--- config.mk ---
export PLATFORM = sky130hd
export DESIGN_NAME = shared_buffer_pool_manager
export DESIGN_NICKNAME = d
export VERILOG_FILES = /design/src/rtl/shared_buffer_pool_manager.sv
export SDC_FILE = /design/constraint.sdc
export NUM_CORES = 1
export LEC_CHECK = 0
export CAP_MARGIN = 20
export CORE_MARGIN = 3
export CORE_UTILIZATION = 35
export DETAILED_ROUTE_END_ITERATION = 16
export GPL_TIMING_DRIVEN = 0
export PLACE_DENSITY = 0.52
export SLEW_MARGIN = 20
export SYNTH_ARGS = -nofsm -noshare
export SYNTH_HDL_FRONTEND = slang
export SYNTH_SLANG_ARGS = --single-unit
--- constraint.sdc ---
create_clock -name clk -period 9.4 [get_ports clk]
set_input_delay 1.88 -clock clk [delete_from_list [all_inputs] [get_ports clk]]
set_output_delay 1.88 -clock clk [all_outputs]
set_load 0.1 [all_outputs]
--- src/rtl/shared_buffer_pool_manager.sv ---
// Free-slot manager for one input port's shared flit buffer: a FIFO free list plus
// per-VC occupancy, with min_reserved slots held back for every VC below its minimum.
module shared_buffer_pool_manager #(
    parameter int num_slots    = 32,
    parameter int num_vcs      = 4,
    parameter int min_reserved = 1,
    localparam int slot_addr_width = (num_slots > 1) ? $clog2(num_slots) : 1,
    localparam int vc_idx_width    = (num_vcs > 1) ? $clog2(num_vcs) : 1,
    localparam int count_width     = $clog2(num_slots + 1)
) (
    input  logic                       clk,
    input  logic                       reset,
    input  logic                       alloc_req_i,
    input  logic [vc_idx_width-1:0]    alloc_vc_i,
    output logic                       alloc_gnt_o,
    output logic [slot_addr_width-1:0] alloc_slot_o,
    input  logic                       free_valid_i,
    input  logic [vc_idx_width-1:0]    free_vc_i,
    input  logic [slot_addr_width-1:0] free_slot_i,
    output logic [count_width-1:0]     free_count_o,
    output logic [num_vcs-1:0]         vc_can_alloc_o,
    output logic                       pool_empty_o,
    output logic                       free_error_o
);
    localparam logic [count_width-1:0]     NumSlotsC = count_width'(num_slots);
    localparam logic [count_width-1:0]     MinResC   = count_width'(min_reserved);
    localparam logic [count_width-1:0]     ResvInitC = count_width'(num_vcs * min_reserved);
    localparam logic [slot_addr_width-1:0] LastSlotC = slot_addr_width'(num_slots - 1);

    logic [slot_addr_width-1:0] slot_q [num_slots];
    logic [slot_addr_width-1:0] rd_ptr_q, rd_ptr_d;
    logic [slot_addr_width-1:0] wr_ptr_q, wr_ptr_d;
    logic [count_width-1:0]     free_count_q, free_count_d;
    logic [count_width-1:0]     used_q [num_vcs];
    logic [count_width-1:0]     used_d [num_vcs];
    logic [count_width-1:0]     resv_q, resv_d;
    logic                       free_error_q, free_error_d;
    logic [num_vcs-1:0]         can_alloc;
    logic                       gnt;
    logic                       free_legal;
    logic [count_width-1:0]     free_vc_used;

    function automatic logic [slot_addr_width-1:0] next_ptr(input logic [slot_addr_width-1:0] p);
        return (p == LastSlotC) ? '0 : p + slot_addr_width'(1);
    endfunction

    // A VC still under its minimum draws from its own reservation; otherwise it may
    // only take slots beyond what other VCs are still owed.
    always_comb begin
        can_alloc = '0;
        for (int v = 0; v < num_vcs; v++) begin
            can_alloc[v] = (used_q[v] < MinResC) ? (free_count_q != '0)
                                                 : (free_count_q > resv_q);
        end
    end

    always_comb begin
        gnt          = 1'b0;
        free_vc_used = '0;
        for (int v = 0; v < num_vcs; v++) begin
            if (alloc_vc_i == vc_idx_width'(v)) begin
                gnt = alloc_req_i & can_alloc[v];
            end
            if (free_vc_i == vc_idx_width'(v)) begin
                free_vc_used = used_q[v];
            end
        end
    end

    assign free_legal   = free_valid_i && (free_vc_used != '0) && (free_count_q != NumSlotsC);
    assign free_error_d = free_valid_i && !free_legal;

    // Reservation debt is recomputed from next-state occupancy so simultaneous
    // grant/free on the same or different VCs nets out without special cases.
    always_comb begin
        resv_d = '0;
        for (int v = 0; v < num_vcs; v++) begin
            used_d[v] = used_q[v];
            if (gnt && (alloc_vc_i == vc_idx_width'(v)) &&
                !(free_legal && (free_vc_i == vc_idx_width'(v)))) begin
                used_d[v] = used_q[v] + count_width'(1);
            end else if (free_legal && (free_vc_i == vc_idx_width'(v)) &&
                         !(gnt && (alloc_vc_i == vc_idx_width'(v)))) begin
                used_d[v] = used_q[v] - count_width'(1);
            end
            resv_d = resv_d + ((used_d[v] < MinResC) ? (MinResC - used_d[v]) : '0);
        end
    end

    always_comb begin
        rd_ptr_d = gnt ? next_ptr(rd_ptr_q) : rd_ptr_q;
        wr_ptr_d = free_legal ? next_ptr(wr_ptr_q) : wr_ptr_q;
        case ({free_legal, gnt})
            2'b10:   free_count_d = free_count_q + count_width'(1);
            2'b01:   free_count_d = free_count_q - count_width'(1);
            default: free_count_d = free_count_q;
        endcase
    end

    always_ff @(posedge clk or negedge reset) begin
        if (!reset) begin
            rd_ptr_q     <= '0;
            wr_ptr_q     <= '0;
            free_count_q <= NumSlotsC;
            resv_q       <= ResvInitC;
            free_error_q <= 1'b0;
            for (int v = 0; v < num_vcs; v++) begin
                used_q[v] <= '0;
            end
        end else begin
            rd_ptr_q     <= rd_ptr_d;
            wr_ptr_q     <= wr_ptr_d;
            free_count_q <= free_count_d;
            resv_q       <= resv_d;
            free_error_q <= free_error_d;
            for (int v = 0; v < num_vcs; v++) begin
                used_q[v] <= used_d[v];
            end
        end
    end

    always_ff @(posedge clk or negedge reset) begin
        if (!reset) begin
            for (int i = 0; i < num_slots; i++) begin
                slot_q[i] <= slot_addr_width'(i);
            end
        end else if (free_legal) begin
            slot_q[wr_ptr_q] <= free_slot_i;
        end
    end

    assign alloc_gnt_o    = gnt;
    assign alloc_slot_o   = slot_q[rd_ptr_q];
    assign free_count_o   = free_count_q;
    assign vc_can_alloc_o = can_alloc;
    assign pool_empty_o   = (free_count_q == '0);
    assign free_error_o   = free_error_q;

endmodule

Word-level counts from Yosys, hierarchy flattened
Index checks and enable logic that the tools add are counted.
- latch bits: 0
- bits in read-only memories: 0
- input port bits: 13
- RAM bits: 0
- memories: 0
- output and inout port bits: 18
- word-level logic and storage cells: 157
- bits in registers: 207
- reductions and logical operators: 35
- mux-type cells: 33
- magnitude comparators: 12
- bitwise gates (word level): 6
- $mul: 0
- add/sub/neg operators: 19
- equal/unequal tests: 11
- shift operators: 0
- div/mod/pow operators: 0
- operators with widths (operator ; count):
    160-bit bitwise mux ; 1
    6-bit 2-to-1 mux ; 16
    6-bit by 1-bit less-than comparator with 1-bit output, second input constant ; 9
    6-bit by 1-bit adder with 6-bit output, second input constant ; 5
    6-bit by 1-bit subtractor with 6-bit output, second input constant ; 5
    5-bit binary-select mux with 5-bit select ; 1
    5-bit demux with 5-bit select ; 1
    5-bit 2-to-1 mux ; 5
    1-bit by 6-bit subtractor with 6-bit output, first input constant ; 4
    1-bit logical AND ; 20
    6-bit adder ; 3
    6-bit greater-or-equal comparator, second input constant ; 2
    5-bit NOT with 6-bit output ; 2
    6-bit one-hot mux with 2 select lines ; 1
    6-bit nonzero test ; 2
    5-bit by 1-bit adder with 5-bit output, second input constant ; 2
    2-bit equality test, second input constant ; 5
    5-bit equality test, second input constant ; 2
    1-bit zero test ; 9
    1-bit 2-to-1 mux ; 8
    2-bit by 1-bit equality test with 1-bit output, second input constant ; 3
    6-bit > comparator ; 1
    6-bit zero test ; 1
    6-bit != test, second input constant ; 1
    other kinds (3) ; 7

Depth between registers and ports, before layout
- depth after elaboration: 17
- gate-level depth with buffers: 24
- mapped depth without buffers: 24

Least setup slack after synthesis
Ideal clock, no wire load.
- kind: register to register
- start: register free_count_q[1], in the netlist free_count_o[1]
- end: register resv_q[5]
- buffers on the path: 0
- setup slack: 2952 ps
- cell stages (with the launch flop): 20
- arrival: 6314 ps
- period minus slack after synthesis: 6448 ps
- required time: 9266 ps
- library setup time: 134 ps
- cell sequence: dfrtp_1 or4_4 nor3_4 mux2i_1 a31oi_1 nand3b_1 o22ai_1 xor2_1 or4_1 or2_2 fa_1 inv_1 ha_1 ha_1 fa_1 a21o_1 a21oi_1 xnor2_1 xnor2_1 xnor3_1
- RTL lines (what ; RTL line ; RTL):
    start, declared ; 33 ; logic [count_width-1:0] free_count_q, free_count_d;
    start signal, assigned ; 104 ; free_count_q <= NumSlotsC;
    start signal, assigned ; 113 ; free_count_q <= free_count_d;
    end signal, assigned ; 105 ; resv_q <= ResvInitC;
    end signal, assigned ; 114 ; resv_q <= resv_d;
    end, declared ; 36 ; logic [count_width-1:0] resv_q, resv_d;

==> reports/qor.yml <==
cells_and_area:
  antenna_cells: 0
  area_growth_pct: 16.1
  mostFrequentLayoutCells: "mux2_2, dfrtp_1, dfstp_2, nand2_1, mux4_2"
  nNetsFinal: 994
  drive_above_1_share_pct: 37.7
  fillCellCount: 2959
  regArea_mm2: 0.00528
  multiInputGateArea_mm2: 0.00564
  layout_commonest_cell: "mux2_2"
detailed_routing:
  dr.first_iter.drc_count: 418
  met2_wirelength_mm: 13.3
  via_per_inst: 5.24
  route.met3.wl_um: 922
  drt_wl_total_mm: 27.2
  wl_met1_mm: 12.4
  antenna_left: 0
  wire_per_inst_um: 20.2
  highest_layer: "met5"
  vias: 7079
  drc: 0
  dr.pass1.iters: 4
synthesis:
  netlist_area_mm2: 0.0112
  ys_seq_elements: 207
  synth_enable_flop_cells: 0
  synthMuxAreaShare_pct: 27.9
  async_flop_share_pct: 100
  synth_simple_gate_area_share_pct: 9.43
  synth_compound_area_share_pct: 3.92
  synth_top_family_by_area: "multiplexers"
  avgSynthCellArea_um2: 12.9
  syn_inst: 870
  yosysWarnings: 0
  synthAdderAreaFrac_pct: 5.87
  synth_cell_types: 63
  synth-seq-area-share_pct: 47.1
  synth-xor-area-share_pct: 2.86
  synth_ff_type: "dfrtp_1"
clocking:
  post_cts_buffers: 0
  cts_root_buf: "clkbuf_16"
  clk_transition_reported_paths_ns: 0.05
  clock_sinks: 207
  insertion_delay_ns: 0.54
  ctsResizeCount: 0
  cts_made_buffers: 25
  cts_tree: "built"
  cts_hold_buf: 0
  cts_buffer_depth: 3
  htree_levels: 1
sta:
  maxSlewHeadroom_pct: 33.2
  rsz0062_at_grt: "no"
  min_period_ns: 6.94
  finalSetupTns_ns: 0
  timing.final.crit_share_pct: 73.8
  max_freq_mhz: 144
  setup_viol: 0
  postLayoutSetupSlackWorst_ns: 2.46
  hold_viol: 0
  fin_skew_ns: 0.0316
  worst_slew_pin_slew_ns: 1.00
  whs_ns: 0.495
  slew_viol_final: 0
run:
  maxCapViolations: 0
die:
  die_x_um: 185
  dieArea_mm2: 0.0342
  core_area_mm2: 0.0311
  io_pins: 31
  num_rows: 64
  start_util_pct: 36.1
  die_h_um: 185
worst_setup_path:
  critPathMaxStageDelay_ns: 0.72
  worstSetupPathType: "in2reg"
  reg2reg_depth: 20
  crit_arrival_ns: 7.33
  critPathMaxFanout: 4
  required_ns: 9.79
  worstSetupStartpointType: "input pin"
  path_cells: "clkdlybuf4s50_1 > o21ai_1 > or4b_2 > a31oi_1 > nand3b_1 > o22ai_1 > xor2_1 > or4_1 > or2_2 > fa_1 > inv_1 > ha_1 > ha_1 > fa_1 > a21o_1 > a21oi_1 > xnor2_1 > xnor2_1 > xnor3_1"
  slowest_stage: "or4b_2"
  end_kind: "flop"
placed_design:
  place_hpwl_mm: 19.3
  pre_cts_ws_ns: 1.88
  gp_congestion: 0.796
  portBuffers: 30
pwr:
  p_leak_nw: 5.73
  max-vdd-ir-drop_mv: 0.280
  powerDensity_mw_per_mm2: 358
hold_path:
  hold_path_class: "reg2reg"
  min_path_cells: 1
global_routing:
  grt-ovfl-total: 0
  grt_max_degree: 90
  grt_pass1_wl_mm: 43.7
  antenna_found_initial: 1
  grt_pass1_vias: 7402
  grt.total_usage_pct: 16.4
outcome:
  status: "completed"
cell families after synthesis:
family,after synthesis
other cells,2
compound gates,67
buf+inv,85
mux,229
fa+ha+maj,46
xor+xnor,35
flops,207
simple gates,199
layout make-up:
class                      count  area share (%)
multi-input combinational    584            43.3
tap                          396            3.80
inverter                      42            1.21
timing repair buffer          32            2.77
clock inverter                14            1.86
buffer                        43            1.27
clock buffer                  32            5.24
sequential                   207            40.6
report_power, final:
group          leakage (nW)  total, W  switching (W)  internal [W]
clock                 0.457   0.00108       0.000400      0.000681
sequential             2.45   0.00145       0.000199       0.00125
combinational          2.82   0.00212        0.00128      0.000849
total                  5.73   0.00466        0.00187       0.00278
flip-flops by register name (all words and copies together), names as in the netlist:
signal,flops
slot_q,160
used_q,24
free_count_o,6
resv_q,6
rd_ptr_q,5
wr_ptr_q,5
free_error_o,1
per-layer routing:
metal / vias to the layer above / track usage (%)
met2: 95 / 27.9
met3: 37 / 2.16
li1: 3302 / -
met4: 2 / 3.33
met5: - / 0
met1: 3643 / 22.7
synth_stat cells, drive strengths merged (15+ instances only):
cell	n	share of area, %
mux2	167	17
dfrtp	125	28
dfstp	82	19
nand2	52	1.7
mux4	50	10
inv	42	1.4
nand3	37	1.7
clkbuf	35	1.2
ha	35	3.9
nor2	28	0.94
xnor2	22	1.7
o21ai	19	0.85
a21oi	15	0.67
worst max-delay path, delay by kind of cell:
kind                       cells  cell delay (ns)
AOI/OAI and AO/OA              5             1.09
xor gates and xnor gates       4             0.78
adders and majority gates      4             1.31
buffers and inverters          2             0.55
and+or+nand+nor                4             1.71
through the flow:
step                instances  total power, W  cell area (um2)  util (%)
floorplan                 876         0.00304            11200         -
global placement         1302         0.00358            12000      38.7
detailed placement       1304         0.00361            12100      38.9
CTS                      1350         0.00471            13000      41.9
global route             1350         0.00496            13000      41.9
finish                   1350         0.00466            13000      41.9
worst paths after layout:
kind / from / end / slack [ns]
worst max-delay path: free_valid_i / resv_q[5] / 2.46
worst min-delay path: used_q[17] / used_q[17] / 0.49
worst max register to register: free_count_o[4] / resv_q[5] / 3.54
worst min register to register: used_q[17] / used_q[17] / 0.49
max in group asynchronous: reset / slot_q[3] / 6.98
min in group asynchronous: reset / slot_q[99] / 1.24
Power figures use the tool's default switching activity.
